==> src/rtl/ads_pkg.sv <==
// Shared definitions for the ADS line packer: default geometry and FSM encoding.
package ads_pkg;

  localparam int ADS_CH_NUM = 64;
  localparam int ADS_DATA_W = 16;
  localparam int LINE_CNT_W = 16;

  typedef enum logic [1:0] {
    ST_IDLE   = 2'd0,
    ST_SEND_A = 2'd1,
    ST_SEND_B = 2'd2
  } ads_state_e;

endpackage

==> src/rtl/sync_fifo_fwft.sv <==
// Single-clock first-word-fall-through FIFO; rd_data always shows the head entry.
module sync_fifo_fwft #(
  parameter int DEPTH = 64,
  parameter int WIDTH = 16,
  localparam int PTR_W = (DEPTH > 1) ? $clog2(DEPTH) : 1,
  localparam int CNT_W = $clog2(DEPTH + 1)
) (
  input  logic             clk,
  input  logic             rst_n,
  input  logic             flush,
  input  logic             wr_en,
  input  logic [WIDTH-1:0] wr_data,
  input  logic             rd_en,
  output logic [WIDTH-1:0] rd_data,
  output logic             full,
  output logic             empty,
  output logic [CNT_W-1:0] count
);

  logic [WIDTH-1:0] mem [DEPTH];
  logic [PTR_W-1:0] wr_ptr;
  logic [PTR_W-1:0] rd_ptr;
  logic             do_wr;
  logic             do_rd;

  function automatic logic [PTR_W-1:0] ptr_inc(input logic [PTR_W-1:0] p);
    return (p == PTR_W'(DEPTH - 1)) ? '0 : p + PTR_W'(1);
  endfunction

  assign full    = (count == CNT_W'(DEPTH));
  assign empty   = (count == '0);
  assign do_rd   = rd_en && !empty;
  // A full FIFO still takes a write when the head leaves in the same cycle.
  assign do_wr   = wr_en && (!full || do_rd);
  assign rd_data = mem[rd_ptr];

  always_ff @(posedge clk) begin
    if (do_wr) mem[wr_ptr] <= wr_data;
  end

  always_ff @(posedge clk or negedge rst_n) begin
    if (!rst_n) begin
      wr_ptr <= '0;
      rd_ptr <= '0;
      count  <= '0;
    end else if (flush) begin
      wr_ptr <= '0;
      rd_ptr <= '0;
      count  <= '0;
    end else begin
      if (do_wr) wr_ptr <= ptr_inc(wr_ptr);
      if (do_rd) rd_ptr <= ptr_inc(rd_ptr);
      case ({do_wr, do_rd})
        2'b10:   count <= count + CNT_W'(1);
        2'b01:   count <= count - CNT_W'(1);
        default: count <= count;
      endcase
    end
  end

endmodule

==> src/rtl/ads_line_packer.sv <==
// Buffers ADS channel A/B samples and emits them as lines: CH_NUM A words then
// CH_NUM B words, with SOL/EOL markers, line counter and sticky overflow.
module ads_line_packer
  import ads_pkg::*;
#(
  parameter int CH_NUM = ADS_CH_NUM,
  parameter int DATA_W = ADS_DATA_W
) (
  input  logic                  CLK_100M,
  input  logic                  CLK_RST,
  input  logic                  ADS_INIT_OK,
  input  logic [DATA_W-1:0]     ADS_ADATA,
  input  logic                  ADS_AVLAID,
  input  logic [DATA_W-1:0]     ADS_BDATA,
  input  logic                  ADS_BVLAID,
  output logic [DATA_W-1:0]     PIX_DATA,
  output logic                  PIX_VALID,
  input  logic                  PIX_READY,
  output logic                  PIX_SOL,
  output logic                  PIX_EOL,
  output logic [LINE_CNT_W-1:0] LINE_CNT,
  output logic                  OVF,
  input  logic                  OVF_CLR
);

  localparam int WC_W  = (CH_NUM > 1) ? $clog2(CH_NUM) : 1;
  localparam int CNT_W = $clog2(CH_NUM + 1);

  ads_state_e            state;
  ads_state_e            state_nxt;
  logic [WC_W-1:0]       word_cnt;
  logic [LINE_CNT_W-1:0] line_cnt;
  logic                  ovf;

  logic              wr_a, wr_b, pop_a, pop_b, flush;
  logic              full_a, full_b, empty_a, empty_b;
  logic [DATA_W-1:0] head_a, head_b;
  logic [CNT_W-1:0]  cnt_a, cnt_b;
  logic              last_word, line_done, ovf_evt;

  assign flush = !ADS_INIT_OK;
  assign wr_a  = ADS_AVLAID && ADS_INIT_OK;
  assign wr_b  = ADS_BVLAID && ADS_INIT_OK;

  sync_fifo_fwft #(.DEPTH(CH_NUM), .WIDTH(DATA_W)) u_fifo_a (
    .clk     (CLK_100M),
    .rst_n   (CLK_RST),
    .flush   (flush),
    .wr_en   (wr_a),
    .wr_data (ADS_ADATA),
    .rd_en   (pop_a),
    .rd_data (head_a),
    .full    (full_a),
    .empty   (empty_a),
    .count   (cnt_a)
  );

  sync_fifo_fwft #(.DEPTH(CH_NUM), .WIDTH(DATA_W)) u_fifo_b (
    .clk     (CLK_100M),
    .rst_n   (CLK_RST),
    .flush   (flush),
    .wr_en   (wr_b),
    .wr_data (ADS_BDATA),
    .rd_en   (pop_b),
    .rd_data (head_b),
    .full    (full_b),
    .empty   (empty_b),
    .count   (cnt_b)
  );

  assign last_word = (word_cnt == WC_W'(CH_NUM - 1));

  always_comb begin
    state_nxt = state;
    PIX_VALID = 1'b0;
    PIX_DATA  = '0;
    PIX_SOL   = 1'b0;
    PIX_EOL   = 1'b0;
    pop_a     = 1'b0;
    pop_b     = 1'b0;
    line_done = 1'b0;
    case (state)
      ST_IDLE: begin
        if (ADS_INIT_OK) state_nxt = ST_SEND_A;
      end
      ST_SEND_A: begin
        PIX_VALID = !empty_a;
        PIX_DATA  = empty_a ? '0 : head_a;
        PIX_SOL   = !empty_a && (word_cnt == '0);
        pop_a     = !empty_a && PIX_READY;
        if (pop_a && last_word) state_nxt = ST_SEND_B;
      end
      ST_SEND_B: begin
        PIX_VALID = !empty_b;
        PIX_DATA  = empty_b ? '0 : head_b;
        PIX_EOL   = !empty_b && last_word;
        pop_b     = !empty_b && PIX_READY;
        if (pop_b && last_word) begin
          state_nxt = ST_SEND_A;
          line_done = ADS_INIT_OK;
        end
      end
      default: state_nxt = ST_IDLE;
    endcase
    // Losing the ADS configuration abandons whatever line was in flight.
    if (!ADS_INIT_OK) state_nxt = ST_IDLE;
  end

  // A sample is lost only when its FIFO is full and nothing leaves it this cycle.
  assign ovf_evt = (wr_a && full_a && !pop_a) || (wr_b && full_b && !pop_b);

  always_ff @(posedge CLK_100M or negedge CLK_RST) begin
    if (!CLK_RST) begin
      state    <= ST_IDLE;
      word_cnt <= '0;
      line_cnt <= '0;
      ovf      <= 1'b0;
    end else begin
      state <= state_nxt;
      if (!ADS_INIT_OK)
        word_cnt <= '0;
      else if (pop_a || pop_b)
        word_cnt <= last_word ? '0 : word_cnt + WC_W'(1);
      if (line_done) line_cnt <= line_cnt + LINE_CNT_W'(1);
      if (ovf_evt)      ovf <= 1'b1;
      else if (OVF_CLR) ovf <= 1'b0;
    end
  end

  assign LINE_CNT = line_cnt;
  assign OVF      = ovf;

  a_fifo_bound: assert property (@(posedge CLK_100M) disable iff (!CLK_RST)
    (cnt_a <= CNT_W'(CH_NUM)) && (cnt_b <= CNT_W'(CH_NUM)));

endmodule

==> config.mk <==
export PLATFORM = sky130hd
export DESIGN_NAME = ads_line_packer
export DESIGN_NICKNAME = d
export VERILOG_FILES = /design/src/rtl/ads_pkg.sv /design/src/rtl/sync_fifo_fwft.sv /design/src/rtl/ads_line_packer.sv
export SDC_FILE = /design/constraint.sdc
export NUM_CORES = 2
export LEC_CHECK = 0
export BUFFER_PORTS_ARGS = -buffer_cell sky130_fd_sc_hd__buf_4
export CAP_MARGIN = 20
export CORE_MARGIN = 5
export CORE_UTILIZATION = 43
export CTS_BUF_LIST = sky130_fd_sc_hd__clkbuf_2 sky130_fd_sc_hd__clkbuf_4 sky130_fd_sc_hd__clkbuf_8
export CTS_CLUSTER_DIAMETER = 200
export DETAILED_ROUTE_END_ITERATION = 10
export PLACE_DENSITY = 0.56
export SLEW_MARGIN = 20
export SYNTH_ARGS = -nofsm -noshare
export SYNTH_HDL_FRONTEND = slang
export SYNTH_HIERARCHICAL = 1
export SYNTH_SLANG_ARGS = --single-unit
==> constraint.sdc <==
create_clock -name CLK_100M -period 4.8 [get_ports CLK_100M]
set_input_delay 0.96 -clock CLK_100M [delete_from_list [all_inputs] [get_ports CLK_100M]]
set_output_delay 0.96 -clock CLK_100M [all_outputs]
set_load 0.05 [all_outputs]
==> impl_metrics.csv <==
group,metric,value,unit
setup_path,crit_top_cell,"buf_12",
synthesis,synth.area.top_cells,"edfxtp_1 (75%), mux4_2 (13%), dfrtp_1 (1.9%)",
timing,finalSetupViolations,16,
floorplan,die_y,448.1,um
setup_path,cp_num_cells,13,
grt,overflow,0,
final_layout,syn_to_final_growth,17.69,%
placed_design,port_buffers,74,
synthesis,synthArstFlopShare,0.02984,
setup_path,timing.critical_path.buf_inv,7,
clock_tree,cts.reportedPaths.clkPinSlew,60,ps
job,maxCapViolCount,0,
drt,wl_per_cell,28.61,um
timing,hold_viol,0,
final_layout,num-nets-final,4592,
final_layout,layout_commonest_cell,"edfxtp_1",
clock_tree,clk_latency,1040,ps
timing,setup_slack,-355.8,ps
final_layout,layout_common_cells,"edfxtp_1 (2,048), mux4_2 (476), clkbuf_8 (369), buf_4 (345), nor2_1 (160)",
run_status,status,"finished, violations left",
setup_path,worstReg2RegStart,"u_fifo_b/count[1]",
timing,rsz0062_at_grt,"true",
setup_path,arrival,4200,ps
floorplan,start_util,0.4330,
timing,tightest_slew,998.8,ps
placed_design,place.gp.congestion,0.7721,
setup_path,critPathMaxFanout,7,
timing,finalCritPeriodShare,1.074,
timing,skew,52.03,ps
grt,track_usage,0.2079,
synthesis,synth.distinct_cells,74,
timing,whs,115.0,ps
timing,slew_viol_final,0,
timing,min_period,5156,ps
clock_tree,cts_buffers,360,
timing,fmax,0.1940,GHz
drt,drt_iter0_markers,3409,
synthesis,synth_top_area_frac,0.7452,
floorplan,die-area,0.2008,mm^2
synthesis,avgSynthCellArea,20.95,um^2
setup_path,cp.required,3840,ps
drt,drc_errors,0,
synthesis,yosysWarnings,6,
synthesis,syn_area,0.08253,mm^2
run_status,violations,"setup timing",
synthesis,synth_top_area_cell,"edfxtp_1",
worst_hold_path,hp-class,"in2async",
synthesis,ys_seq_area_frac,0.7643,
setup_path,path_cells,"buf_12 > buf_16 > buf_16 > buf_12 > buf_12 > mux4_2 > a22oi_2 > a21oi_4 > a211o_1 > a22oi_2 > buf_4 > nor2b_2 > buf_6",
grt,grt_pass1_vias,42698,
timing,slew_headroom,0.3342,
clock_tree,cts_tree,"done",
grt,grt_max_degree,65,
setup_path,cp-start-kind,"flop",
clock_tree,clock_sinks,2111,
setup_path,r2r_cells,17,
floorplan,die_width,448.1,um
placed_design,place_hpwl,117100,um
grt,antenna_found_initial,4,
drt,drt-total-wl,209200,um
setup_path,endpoint_kind,"output pin",
synthesis,ys_ff_latch,2111,
synthesis,synth_edf_count,2048,
drt,dr_total_vias,41913,
setup_path,r2r-end,"u_fifo_b/count[6]",
drt,drtPass1Iterations,6,
setup_path,regToRegSetupSlack,900,ps
setup_path,slowest_delay,540,ps
synthesis,syn-num-nets,4002,
placed_design,pre_cts_ws,73.15,ps
floorplan,rows,160,
synthesis,synth-main-ff-cell,"edfxtp_1",
floorplan,core,0.1906,mm^2
clock_tree,cts-root-buf,"clkbuf_8",
power,leakagePower,30.77,nW
final_layout,drive_gt1_frac,0.3494,
setup_path,cp_top_family,"compound AO/OA/AOI/OAI gates",
grt,grt_pass1_wl,302600,um
clock_tree,htreeDepth,5,
power,p_per_area,380.4,mW/mm^2
floorplan,num_io_pins,75,
drt,avgViaCountPerCell,5.734,
setup_path,path_class,"reg2out",
synthesis,synth_cells,3940,
power,ir_drop,0.0003090,V
setup_path,crit_path_top_delay_cell,"dfrtp_4",
drt,ant_nets,0,
clock_tree,clock_path_buffers,4,
-- cells by family after synthesis --
kind of cell	Yosys count	synth area share
adder cells (fa/ha/maj)	23	0.003669
multiplexers	552	0.1391
flip-flops	2111	0.7643
AO/OA/AOI/OAI	513	0.04603
buffers and inverters	250	0.01568
XOR/XNOR	31	0.003290
AND/OR/NAND/NOR	460	0.02788
-- stage by stage --
step / TNS (ps) / instance area [um^2] / cells / util / power, mW
after floorplan: 0 / 82530 / 3940 / - / 21.20
after global placement: 0 / 87640 / 6582 / 0.4599 / 21.85
after detailed placement: 0 / 87640 / 6582 / 0.4599 / 21.87
after CTS: -5862 / 96630 / 7280 / 0.5070 / 37.34
after global routing: -6483 / 97110 / 7304 / 0.5095 / 38.28
final: -3980 / 97120 / 7310 / 0.5096 / 36.94
-- synthesized netlist by cell type, types with 4 or more instances --
cell and count:
nor2_1 189, a22oi_1 96, edfxtp_1 2048, a211o_1 16
a221oi_1 60, mux4_2 476, nor2b_1 32, clkbuf_1 101
xnor2_1 17, o22ai_1 48, or4_1 4, o21ai_0 19
a221o_1 14, o21a_1 7, a41o_1 4, buf_2 47
o31ai_1 6, nand2b_1 19, nand3_1 45, ha_1 21
a31o_1 14, xor2_1 14, buf_6 32, o21ai_1 7
o2111ai_1 16, dfrtp_1 63, a22o_1 72, nand4_1 7
mux2i_1 75, or2_2 6, inv_1 25, nand2_1 74
o211ai_1 19, or3_1 7, nor3_1 8, nand3b_1 7
a31oi_1 5, a21oi_1 87, and2_1 11, buf_1 28
buf_4 15, a211oi_1 4, and3_1 23
-- how the worst max path moves through the flow --
stage	endpoint	slack [ps]	startpoint
after detailed placement	PIX_DATA[9]	70	u_fifo_a/rd_ptr[0]
final	PIX_DATA[12]	-360	u_fifo_a/rd_ptr[0]
after global routing	PIX_DATA[12]	-460	u_fifo_a/rd_ptr[0]
after floorplan	u_fifo_a/count[6]	1110	u_fifo_a/count[1]
after CTS	PIX_DATA[9]	-410	u_fifo_a/rd_ptr[0]
after global placement	PIX_DATA[9]	100	u_fifo_a/rd_ptr[0]
-- report_power, final --
group          leakage [nW]  internal (mW)  switching (mW)
combinational          7.92          0.476           0.858
sequential             19.3           20.3          0.0275
clock                  3.58           8.37            6.95
total                  30.8           29.1            7.84
-- flip-flops by register name, indices dropped and copies added, names as in the netlist --
register / flops
u_fifo_a/mem: 1024
u_fifo_a/count: 7
u_fifo_b/count: 7
OVF: 1
u_fifo_a/rd_ptr: 6
u_fifo_a/wr_ptr: 6
u_fifo_b/mem: 1024
state: 2
u_fifo_b/wr_ptr: 6
word_cnt: 6
u_fifo_b/rd_ptr: 6
LINE_CNT: 16
-- repair_timing --
item / CTS / global route
resized for setup: 188 / 49
buffers inserted: 54 / 19
hold buffers: 0 / 0
pin swaps: 34 / 37
gates cloned: 21 / 3
setup endpoints to repair: 16 / 16
-- worst reg2reg max path, cell delays in order (launching register included) --
cell and delay [ps]:
dfrtp_1 420, nor4_2 290, buf_4 190, and3_1 370
nor2b_2 80, and2_1 260, inv_1 170, a31oi_1 60
buf_4 190, nand2_1 70, buf_4 160, inv_1 170
ha_1 370, nor2b_1 160, o31a_1 250, o21ai_0 270
o211ai_1 130, nor3b_1 160
-- layer usage --
metal / vias up / global-route usage / share of wire
met4: 0 / 0.05833 / 0.025
met2: 1336 / 0.3489 / 0.51
met3: 342 / 0.04014 / 0.058
met5: - / 0 / 0
met1: 22364 / 0.2797 / 0.41
li1: 17871 / - / -
-- cell type report --
type | instances | area, um^2
repair buffers | 451 | 4783
fillers | 15287 | 93460
well taps | 2511 | 3142
multi-input cells | 1579 | 19270
inverters | 27 | 101.3
flip-flops and latches | 2111 | 63090
diodes | 8 | 20.02
clock buffers | 492 | 6002
clock inverters | 131 | 711.9
No activity file was read; power rests on OpenSTA's default activity.
